$ cat src/rtl/if_fetch_queue.sv
// Instruction-fetch stage: PC register, one fetch per cycle to a 1-cycle-latency
// instruction memory, and a DEPTH-entry prefetch FIFO drained by decode.
module if_fetch_queue #(
   parameter int              XLEN        = 16,
   parameter int              DEPTH       = 4,
   parameter int              INSTR_BYTES = 2,
   parameter logic [XLEN-1:0] RESET_PC    = '0
) (
   input  logic                     clk,
   input  logic                     rst,
   input  logic                     freeze,
   input  logic                     redirect_valid,
   input  logic [1:0]               redirect_sel,
   input  logic [XLEN-1:0]          tgt_replay,
   input  logic [XLEN-1:0]          tgt_pc_imm,
   input  logic [XLEN-1:0]          tgt_regb,
   input  logic [XLEN-1:0]          tgt_rega_imm,
   output logic                     imem_req,
   output logic [XLEN-1:0]          imem_addr,
   input  logic [XLEN-1:0]          imem_rdata,
   output logic                     id_valid,
   input  logic                     id_ready,
   output logic [XLEN-1:0]          id_instr,
   output logic [XLEN-1:0]          id_pc,
   output logic [XLEN-1:0]          id_pc_next,
   output logic [$clog2(DEPTH):0]   fifo_count,
   output logic                     pc_write
);

   localparam int AW = $clog2(DEPTH);
   localparam int CW = AW + 1;

   logic [XLEN-1:0] pc_q, pc_d;
   logic [XLEN-1:0] req_pc_q, req_pc_d;
   logic            inflight_q, inflight_d;
   logic [AW-1:0]   wr_ptr_q, wr_ptr_d;
   logic [AW-1:0]   rd_ptr_q, rd_ptr_d;
   logic [CW-1:0]   count_q, count_d;
   logic [XLEN-1:0] instr_mem_q [DEPTH];
   logic [XLEN-1:0] pc_mem_q    [DEPTH];

   logic [XLEN-1:0] redir_tgt_s;
   logic [CW:0]     occupancy_s;
   logic            issue_s;
   logic            push_s;
   logic            pop_s;

   // Redirect target select.
   always_comb begin
      redir_tgt_s = tgt_replay;
      case (redirect_sel)
         2'b00:   redir_tgt_s = tgt_replay;
         2'b01:   redir_tgt_s = tgt_pc_imm;
         2'b10:   redir_tgt_s = tgt_regb;
         2'b11:   redir_tgt_s = tgt_rega_imm;
         default: redir_tgt_s = tgt_replay;
      endcase
   end

   // Issue credit, FIFO push/pop decisions and next-state for PC and FIFO pointers.
   always_comb begin
      // Credit counts the in-flight response so a full FIFO can never be overrun.
      occupancy_s = {1'b0, count_q} + {{CW{1'b0}}, inflight_q};
      issue_s     = !rst && !redirect_valid && !freeze && (occupancy_s < (CW+1)'(DEPTH));
      push_s      = inflight_q && !redirect_valid;
      pop_s       = (count_q != '0) && id_ready && !redirect_valid;

      pc_d       = pc_q;
      req_pc_d   = req_pc_q;
      inflight_d = issue_s;
      wr_ptr_d   = wr_ptr_q;
      rd_ptr_d   = rd_ptr_q;
      count_d    = count_q;

      if (redirect_valid) begin
         pc_d       = redir_tgt_s;
         inflight_d = 1'b0;
         wr_ptr_d   = '0;
         rd_ptr_d   = '0;
         count_d    = '0;
      end else begin
         if (issue_s) begin
            pc_d     = pc_q + XLEN'(INSTR_BYTES);
            req_pc_d = pc_q;
         end else begin
            pc_d     = pc_q;
         end
         if (push_s) begin
            wr_ptr_d = wr_ptr_q + AW'(1);
         end else begin
            wr_ptr_d = wr_ptr_q;
         end
         if (pop_s) begin
            rd_ptr_d = rd_ptr_q + AW'(1);
         end else begin
            rd_ptr_d = rd_ptr_q;
         end
         case ({push_s, pop_s})
            2'b10:   count_d = count_q + CW'(1);
            2'b01:   count_d = count_q - CW'(1);
            default: count_d = count_q;
         endcase
      end
   end

   // Control state registers with synchronous reset.
   always_ff @(posedge clk) begin
      if (rst) begin
         pc_q       <= RESET_PC;
         req_pc_q   <= '0;
         inflight_q <= 1'b0;
         wr_ptr_q   <= '0;
         rd_ptr_q   <= '0;
         count_q    <= '0;
      end else begin
         pc_q       <= pc_d;
         req_pc_q   <= req_pc_d;
         inflight_q <= inflight_d;
         wr_ptr_q   <= wr_ptr_d;
         rd_ptr_q   <= rd_ptr_d;
         count_q    <= count_d;
      end
   end

   // FIFO storage; contents are only meaningful behind a nonzero count.
   always_ff @(posedge clk) begin
      if (push_s && !rst) begin
         instr_mem_q[wr_ptr_q] <= imem_rdata;
         pc_mem_q[wr_ptr_q]    <= req_pc_q;
      end
   end

   assign imem_req   = issue_s;
   assign imem_addr  = pc_q;
   assign pc_write   = !rst && (issue_s || redirect_valid);
   assign id_valid   = (count_q != '0);
   assign id_instr   = instr_mem_q[rd_ptr_q];
   assign id_pc      = pc_mem_q[rd_ptr_q];
   assign id_pc_next = pc_mem_q[rd_ptr_q] + XLEN'(INSTR_BYTES);
   assign fifo_count = count_q;

endmodule

$ cat config.mk
export PLATFORM = sky130hd
export DESIGN_NAME = if_fetch_queue
export DESIGN_NICKNAME = d
export VERILOG_FILES = /design/src/rtl/if_fetch_queue.sv
export SDC_FILE = /design/constraint.sdc
export NUM_CORES = 1
export LEC_CHECK = 0
export CAP_MARGIN = 20
export CORE_UTILIZATION = 29
export CTS_CLUSTER_DIAMETER = 50
export CTS_CLUSTER_SIZE = 12
export DETAILED_ROUTE_END_ITERATION = 10
export GPL_TIMING_DRIVEN = 0
export PLACE_DENSITY = 0.59
export SLEW_MARGIN = 25
export SYNTH_ARGS = -nofsm -noshare
export SYNTH_HDL_FRONTEND = slang
export SYNTH_SLANG_ARGS = --single-unit
$ cat constraint.sdc
create_clock -name clk -period 4.1 [get_ports clk]
set_input_delay 0.82 -clock clk [delete_from_list [all_inputs] [get_ports clk]]
set_output_delay 0.82 -clock clk [all_outputs]
set_load 0.05 [all_outputs]
==> qor.csv, run 1 <==
stage;metric;value;unit
outcome;status;finished, final reports clean;
placement;gpl congestion;0.921;
setup_path;crit end category;output port;
setup_path;CP required;3280;ps
pwr;Peak VDD IR;0.301;mV
sta;Worst Max-Slew Pin Slew;625;ps
setup_path;CP Cell Sequence;clkbuf_8, buf_2, buf_1, mux4_2, clkdlybuf4s50_1;
layout;Area Growth Syn to Fin;36.7;%
logic_synthesis;dominant synthesized flop cell;edfxtp_1;
drt;vias;4554;
drt;remaining antenna violation count;0;
grt;vias in the first global route;4722;
setup_path;worst r2r src;fifo_count[2];
sta;RSZ-0062 raised after global routing;no;
sta;final setup vio count;0;
placement;Port Buffer Count;152;
drt;WL final;16700;microns
setup_path;setup slack, reg-to-reg;1930;ps
clock_tree;Num CTS Buffers;17;
clock_tree;CTS sink count;170;
setup_path;reg2reg path depth;8;
placement;placed cell count;933;
grt;initial antenna violation count;0;
layout;Layout Nets;723;
sta;Slew HR;58.3;%
setup_path;CP peak stage delay;800;ps
clock_tree;Reg clk slew, reported paths;60;ps
job;Max-Cap Viols;0;
logic_synthesis;syn avg cell area;15.9;sq um
sta;Final Hold Fails;0;
drt;drt initial violations;366;
logic_synthesis;syn nets;548;
grt;All-Layer GR Usage;13.6;%
logic_synthesis;Mapped Area;7210;sq um
setup_path;arrival time of the worst setup path;3090;ps
logic_synthesis;async set-or-reset flop fraction in the synthesized netlist;0;%
setup_path;CP max-delay cell;clkdlybuf4s50_1;
logic_synthesis;Seq cells post-synth;170;
sta;minimum clock period;3910;ps
clock_tree;H-Tree Depth;4;
clock_tree;TritonCTS clock tree;yes;
logic_synthesis;synth unique cells;44;
pwr;leakage;3.30;nW
layout;Fill cells;2261;
hold_path;Worst Min Path Start;imem_addr[0];
floorplanning;Die Y;160;microns
layout;share of cells above drive strength 1;15.3;%
drt;length of the first detailed-routing pass in iterations;4;
clock_tree;Clock Tree Root;clkbuf_16;
grt;GR Overflow Total;0;
floorplanning;io pins;157;
placement;DP HPWL;12500;microns
logic_synthesis;synthesized instance count;453;
floorplanning;chip width;160;microns
clock_tree;postcts setup bufs;0;
floorplanning;Rows;57;
setup_path;CP Buf/Inv Count;4;
setup_path;Crit Path Class;flip-flop to output port;
pwr;Cell Pwr Density;388;nW/um^2
sta;Worst Clk Skew;8.43;ps
drt;routed len/inst;17.4;microns
logic_synthesis;top post-synthesis cells by area;edfxtp_1 53%, mux4_2 12%, dfxtp_1 12%, mux4_1 3.6%, nand2_1 2.5%;
sta;fin. max-slew vios;0;
floorplanning;core area;24400;sq um
hold_path;worst hold endpoint;req_pc_q[0];
grt;largest net degree at the start of global routing;26;
sta;final setup TNS;0;ps
grt;first-pass GRT wire length;26300;microns
logic_synthesis;Synth top area share;53.3;%
sta;crit share post-route;95.3;%
setup_path;CP max FO;10;
drt;via/cell ratio;4.72;
sta;f_max;0.256;GHz
floorplanning;Die Area;25500;sq um
logic_synthesis;Seq/Total Area, Yosys;64.9;%
hold_path;Worst Hold Path Cells;2;
clock_tree;Clock Tree Buf Depth;2;
setup_path;CP delay by family, top;buffers and inverters;
floorplanning;Initial Util;29.6;%
hold_path;hold crit path type;flip-flop to flip-flop;
logic_synthesis;Yosys Warn Count;0;
logic_synthesis;Synth area leader;edfxtp_1;
setup_path;CP Launch Type;flip-flop;
logic_synthesis;Post-synth EDFFs;128;
setup_path;Reg2Reg Capture Point;fifo_count[2];
layout;final std cells w/o fill;964;
clock_tree;worst-skew pair later-pin latency;420;ps
layout;Ant. Diodes;0;
drt;DRC Markers;0;
-- through the flow --
| stage | area [sq um] | power [mW] | setup slack, ps | util, % | hold slack [ps] |
|---|---|---|---|---|---|
| final | 9860 | 3.82 | 193 | 40.4 | 488 |
| after CTS | 9850 | 3.86 | 33.7 | 40.4 | 484 |
| after detailed placement | 9240 | 2.22 | 202 | 37.9 | 474 |
| after global placement | 9140 | 2.21 | 231 | 37.5 | 467 |
| after floorplan | 7210 | 2.06 | 513 | - | 460 |
| after global routing | 9860 | 3.94 | 34.7 | 40.4 | 506 |
-- power by group --
part	internal, mW	leakage (nW)	switching (mW)
combinational	0.148	1.51	0.146
sequential	1.86	1.50	0.0261
clock	1.01	0.288	0.630
total	3.02	3.30	0.802
-- flip-flops by register name (all words and copies together) (netlist names), named ones only --
signal and flops:
req_pc_q 16, inflight_q 1, fifo_count 3, wr_ptr_q 2, imem_addr 16, instr_mem_q 64
rd_ptr_q 2, pc_mem_q 64
-- cells by family (layout without fill, tap and decap cells) --
logic type / Yosys count / after routing / share of synthesized area, %
AO/OA/AOI/OAI: 40 / 40 / 3.54
XOR/XNOR: 24 / 24 / 2.91
adder cells (fa/ha/maj): 8 / 8 / 1.49
buffers and inverters: 36 / 223 / 2.83
flip-flops: 170 / 170 / 64.9
multiplexers: 50 / 50 / 15.8
AND/OR/NAND/NOR: 125 / 125 / 8.52
-- final cells by class --
cell class	count	area (sq um)	share of cell area [%]
inverters	10	37.5	0.381
repair buffers	156	1630	16.5
multi-input cells	247	2330	23.6
flip-flops and latches	170	4680	47.5
clock inverters	12	174	1.76
clock buffers	19	433	4.39
plain buffers	26	166	1.69
well taps	324	405	4.11
-- worst min-delay path, cell delays in order, from the launching register on --
cell and delay (ps):
dfxtp_1 320, nand2_1 60, a21oi_1 50
-- per-layer routing --
metal	global-route usage, %	part of all wire (%)
met3	4.00	8.1
met2	22.1	48
met4	4.02	0.73
met5	0	0
met1	17.5	43
-- layout by cell type, fill, tap and decap left out, drive strengths merged, types with 10 or more instances in the layout --
| master | n |
|---|---|
| clkdlybuf4s50 | 146 |
| edfxtp | 128 |
| dfxtp | 42 |
| mux4 | 48 |
| xnor2 | 10 |
| a21oi | 18 |
| xor2 | 14 |
| clkbuf | 28 |
| buf | 21 |
| nand2 | 48 |
| nor2 | 35 |
-- cell usage after synthesis, types with 2 or more instances --
cell type / instances
mux2i_1: 2
and3_1: 9
clkinv_1: 2
dfxtp_1: 42
xnor2_1: 10
nand4_1: 5
and2_4: 3
ha_1: 7
a311oi_1: 6
a21oi_1: 18
and4_1: 2
or3_1: 7
inv_1: 8
mux4_1: 10
nor2_1: 34
clkbuf_1: 8
buf_1: 3
nor3_1: 2
edfxtp_1: 128
xor2_1: 14
buf_6: 3
buf_4: 3
buf_2: 7
nand2_1: 48
and2_1: 2
mux4_2: 38
nand3_1: 6
o21ai_0: 5
a211oi_1: 6
-- timing repair --
| item | 4_1_cts | 5_1_grt |
|---|---|---|
| hold buffers | 0 | 0 |
| hold endpoints to repair | 0 | 0 |
| endpoints found under the setup margin | 1 | 5 |
| gates resized for setup | 1 | 5 |
| gates cloned | 0 | 0 |
-- worst max path at each step --
stage	endpoint	cells past startpoint	from	slack, ps
after global placement	imem_req	6	freeze	230
final	id_instr[12]	5	flip-flop	190
after floorplan	id_pc_next[15]	8	flip-flop	510
after global routing	id_instr[6]	5	flip-flop	30
after CTS	id_pc_next[13]	8	flip-flop	30
after detailed placement	imem_req	6	freeze	200
Note: power is estimated with default switching activity, not from simulation.
==> run 2: changes to the inputs <==
--- a/config.mk
+++ b/config.mk
@@ -11,7 +11,7 @@
 export CTS_CLUSTER_SIZE = 12
 export DETAILED_ROUTE_END_ITERATION = 10
 export GPL_TIMING_DRIVEN = 0
-export PLACE_DENSITY = 0.59
+export PLACE_DENSITY_LB_ADDON = 0.08
 export SLEW_MARGIN = 25
 export SYNTH_ARGS = -nofsm -noshare
 export SYNTH_HDL_FRONTEND = slang
==> run 2 against run 1 <==
  * Worst hold slack got worse by 13 ps
  * Via count fell by 2.3%
  * Maximum frequency fell by 0.41%
  * First-iteration DRC count fell by 45%
  * Critical path depth rose by 1
  * Clock skew rose by 2.6 ps
  * Global-route usage rose by 0.46 points
  * Final area fell by 0.20%
  * Core utilization fell by 0.082 points
  * Worst setup slack got worse by 16 ps
  * Register-to-register slack improved by 20 ps
  * Largest power group unchanged
==> qor.csv, run 2 (same netlist as run 1, synthesis figures left out) <==
stage;metric;value;unit;change
grt;All-Layer GR Usage;14.1;%;+0.46 points
grt;largest net degree at the start of global routing;23;;-12%
drt;drt initial violations;200;;-45%
pwr;sw power;0.846;mW;+5.5%
clock_tree;Reg clk slew, reported paths;70;ps;about the same
layout;most common cell after layout, fill and taps aside;clkdlybuf4s50_1;;
drt;WL final;17200;microns;+2.9%
layout;largest registers;instr_mem_q: 64 flops, pc_mem_q: 64 flops;;
layout;Ant. Diodes;0;;unchanged
outcome;status;finished, final reports clean;;
clock_tree;Clock Tree Buf Depth;2;;unchanged
clock_tree;CTS sink count;170;;unchanged
sta;Final Hold Fails;0;;unchanged
pwr;combinational power share;7.6;%;about the same
sta;final setup TNS;0;ps;unchanged
setup_path;crit path from;freeze;;
sta;RSZ-0062 raised after global routing;no;;
layout;share of cells above drive strength 1;15.9;%;+0.60 points
floorplanning;Initial Util;29.6;%;unchanged
sta;Slew HR;61.4;%;+3.1 points
floorplanning;io pins;157;;unchanged
sta;WHS;475;ps;-13.3 ps
sta;minimum clock period;3920;ps;+15.9 ps
floorplanning;Die Area;25500;sq um;unchanged
layout;area of the multi-input gates;2330;sq um;unchanged
layout;Area Growth Syn to Fin;36.4;%;
hold_path;hold crit path type;flip-flop to flip-flop;;
setup_path;worst r2r src;fifo_count[2];;
sta;fin. max-slew vios;0;;unchanged
setup_path;CP Launch Type;primary input;;
pwr;leakage;3.24;nW;-1.9%
floorplanning;core area;24400;sq um;unchanged
sta;Worst Clk Skew;11.1;ps;+2.64 ps
floorplanning;chip width;160;microns;unchanged
pwr;Int Pwr;2.97;mW;-1.8%
sta;Worst Max-Slew Pin Slew;577;ps;-47.8 ps
placement;Port Buffer Count;152;;unchanged
setup_path;crit end category;output port;;
setup_path;setup slack, reg-to-reg;1950;ps;+20 ps
layout;Layout Nets;723;;unchanged
grt;vias in the first global route;4749;;+0.57%
drt;DRC Markers;0;;unchanged
setup_path;Crit Path Class;primary input to output port;;
job;Max-Cap Viols;0;;unchanged
clock_tree;TritonCTS clock tree;yes;;
clock_tree;worst-skew pair later-pin latency;420;ps;about the same
drt;remaining antenna violation count;0;;unchanged
clock_tree;Clock Tree Root;clkbuf_16;;
setup_path;Reg2Reg Capture Point;fifo_count[2];;
hold_path;Worst Min Path Start;imem_addr[0];;
pwr;Sw Ratio;22.2;%;+1.2 points
drt;via/cell ratio;4.61;;-2.5%
clock_tree;Num CTS Buffers;17;;unchanged
sta;crit share post-route;95.7;%;+0.39 points
setup_path;CP required;3280;ps;about the same
placement;gpl congestion;0.776;;-16%
pwr;Peak VDD IR;0.254;mV;-16%
sta;final setup vio count;0;;unchanged
floorplanning;Rows;57;;unchanged
grt;initial antenna violation count;0;;unchanged
pwr;Cell Pwr Density;388;nW/um^2;about the same
drt;vias;4447;;-2.3%
pwr;part of the power in registers;49.4;%;about the same
grt;first-pass GRT wire length;27000;microns;+2.6%
drt;routed len/inst;17.9;microns;+2.8%
placement;DP HPWL;12600;microns;+0.79%
sta;f_max;0.255;GHz;-0.41%
clock_tree;H-Tree Depth;4;;unchanged
setup_path;end of the critical path;imem_req;;
drt;length of the first detailed-routing pass in iterations;4;;unchanged
clock_tree;postcts setup bufs;0;;unchanged
layout;Final Util;40.3;%;-0.082 points
setup_path;CP max FO;10;;unchanged
setup_path;reg2reg path depth;8;;unchanged
clock_tree;Post-CTS Hold Fix Bufs;0;;unchanged
layout;Fill cells;2320;;+2.6%
grt;GR Overflow Total;0;;unchanged
floorplanning;Die Y;160;microns;unchanged
setup_path;arrival time of the worst setup path;3100;ps;about the same
layout;Seq. cell area;4680;sq um;unchanged
pwr;Clock power frac;42.9;%;about the same
layout;commonest cells after routing, fill and taps aside;147 x clkdlybuf4s50_1, 128 x edfxtp_1, 48 x nand2_1;;
run 2: cell count changes in the layout (fill, tap and decap cells not counted), moves of 2 or more:
cell	change
clkinvlp_4	+4
dlygate4sd2_1	+3
inv_6	+2
clkinv_4	-2
dlymetal6s2s_1	-4
run 2: final cells by class:
type / instances / area share [%]
buffer: 26 / 1.70
clock buffer: 18 / 4.36
clock inverter: 14 / 1.73
inverter: 10 / 0.381
multi-input combinational: 247 / 23.7
sequential: 170 / 47.6
tap: 324 / 4.12
timing repair buffer: 156 / 16.4
run 2: worst min-delay path by stage:
stage | endpoint | slack, ps | depth (start not counted)
after floorplan | pc_mem_q[0][0] | 460 | 0
after global placement | req_pc_q[0] | 470 | 2
after CTS | req_pc_q[0] | 480 | 2
after global routing | req_pc_q[0] | 510 | 2
after detailed placement | req_pc_q[0] | 470 | 2
final | req_pc_q[0] | 470 | 2
run 2: metal layers:
layer,vias to the layer above,global-route usage (%),wire length (microns)
met2,154,24.9,8840
met3,17,3.56,920
met5,-,0,0
li1,2109,-,-
met1,2167,16.8,7280
met4,0,4.20,192
run 2: critical path, cell delays in order:
cell and delay [ps]:
clkdlybuf4s50_1 440, nor4_4 250, nand2_1 140, clkinv_1 180, buf_1 350, clkdlybuf4s50_1 920
run 2: timing repair:
item,in CTS,in global routing
hold endpoints to repair,0,0
setup endpoints to repair,4,9
pin swaps,0,0
gates resized for setup,4,2
run 2: per-stage QoR:
stage               power, mW  std cells  area (sq um)  setup slack, ps
finish                   3.81        965          9840              177
global route             3.94        965          9840             18.8
CTS                      3.85        965          9840             18.2
detailed placement       2.22        933          9240              148
global placement         2.21        929          9140              152
floorplan                2.06        453          7210              513
run 2: power groups by stage:
stage	Clock [mW]	Sequential (mW)	Combinational [mW]
final	1.64	1.89	0.291
after detailed placement	0	1.92	0.294
after CTS	1.66	1.89	0.295
after floorplan	0	1.96	0.105
after global placement	0	1.92	0.290
after global routing	1.74	1.89	0.311
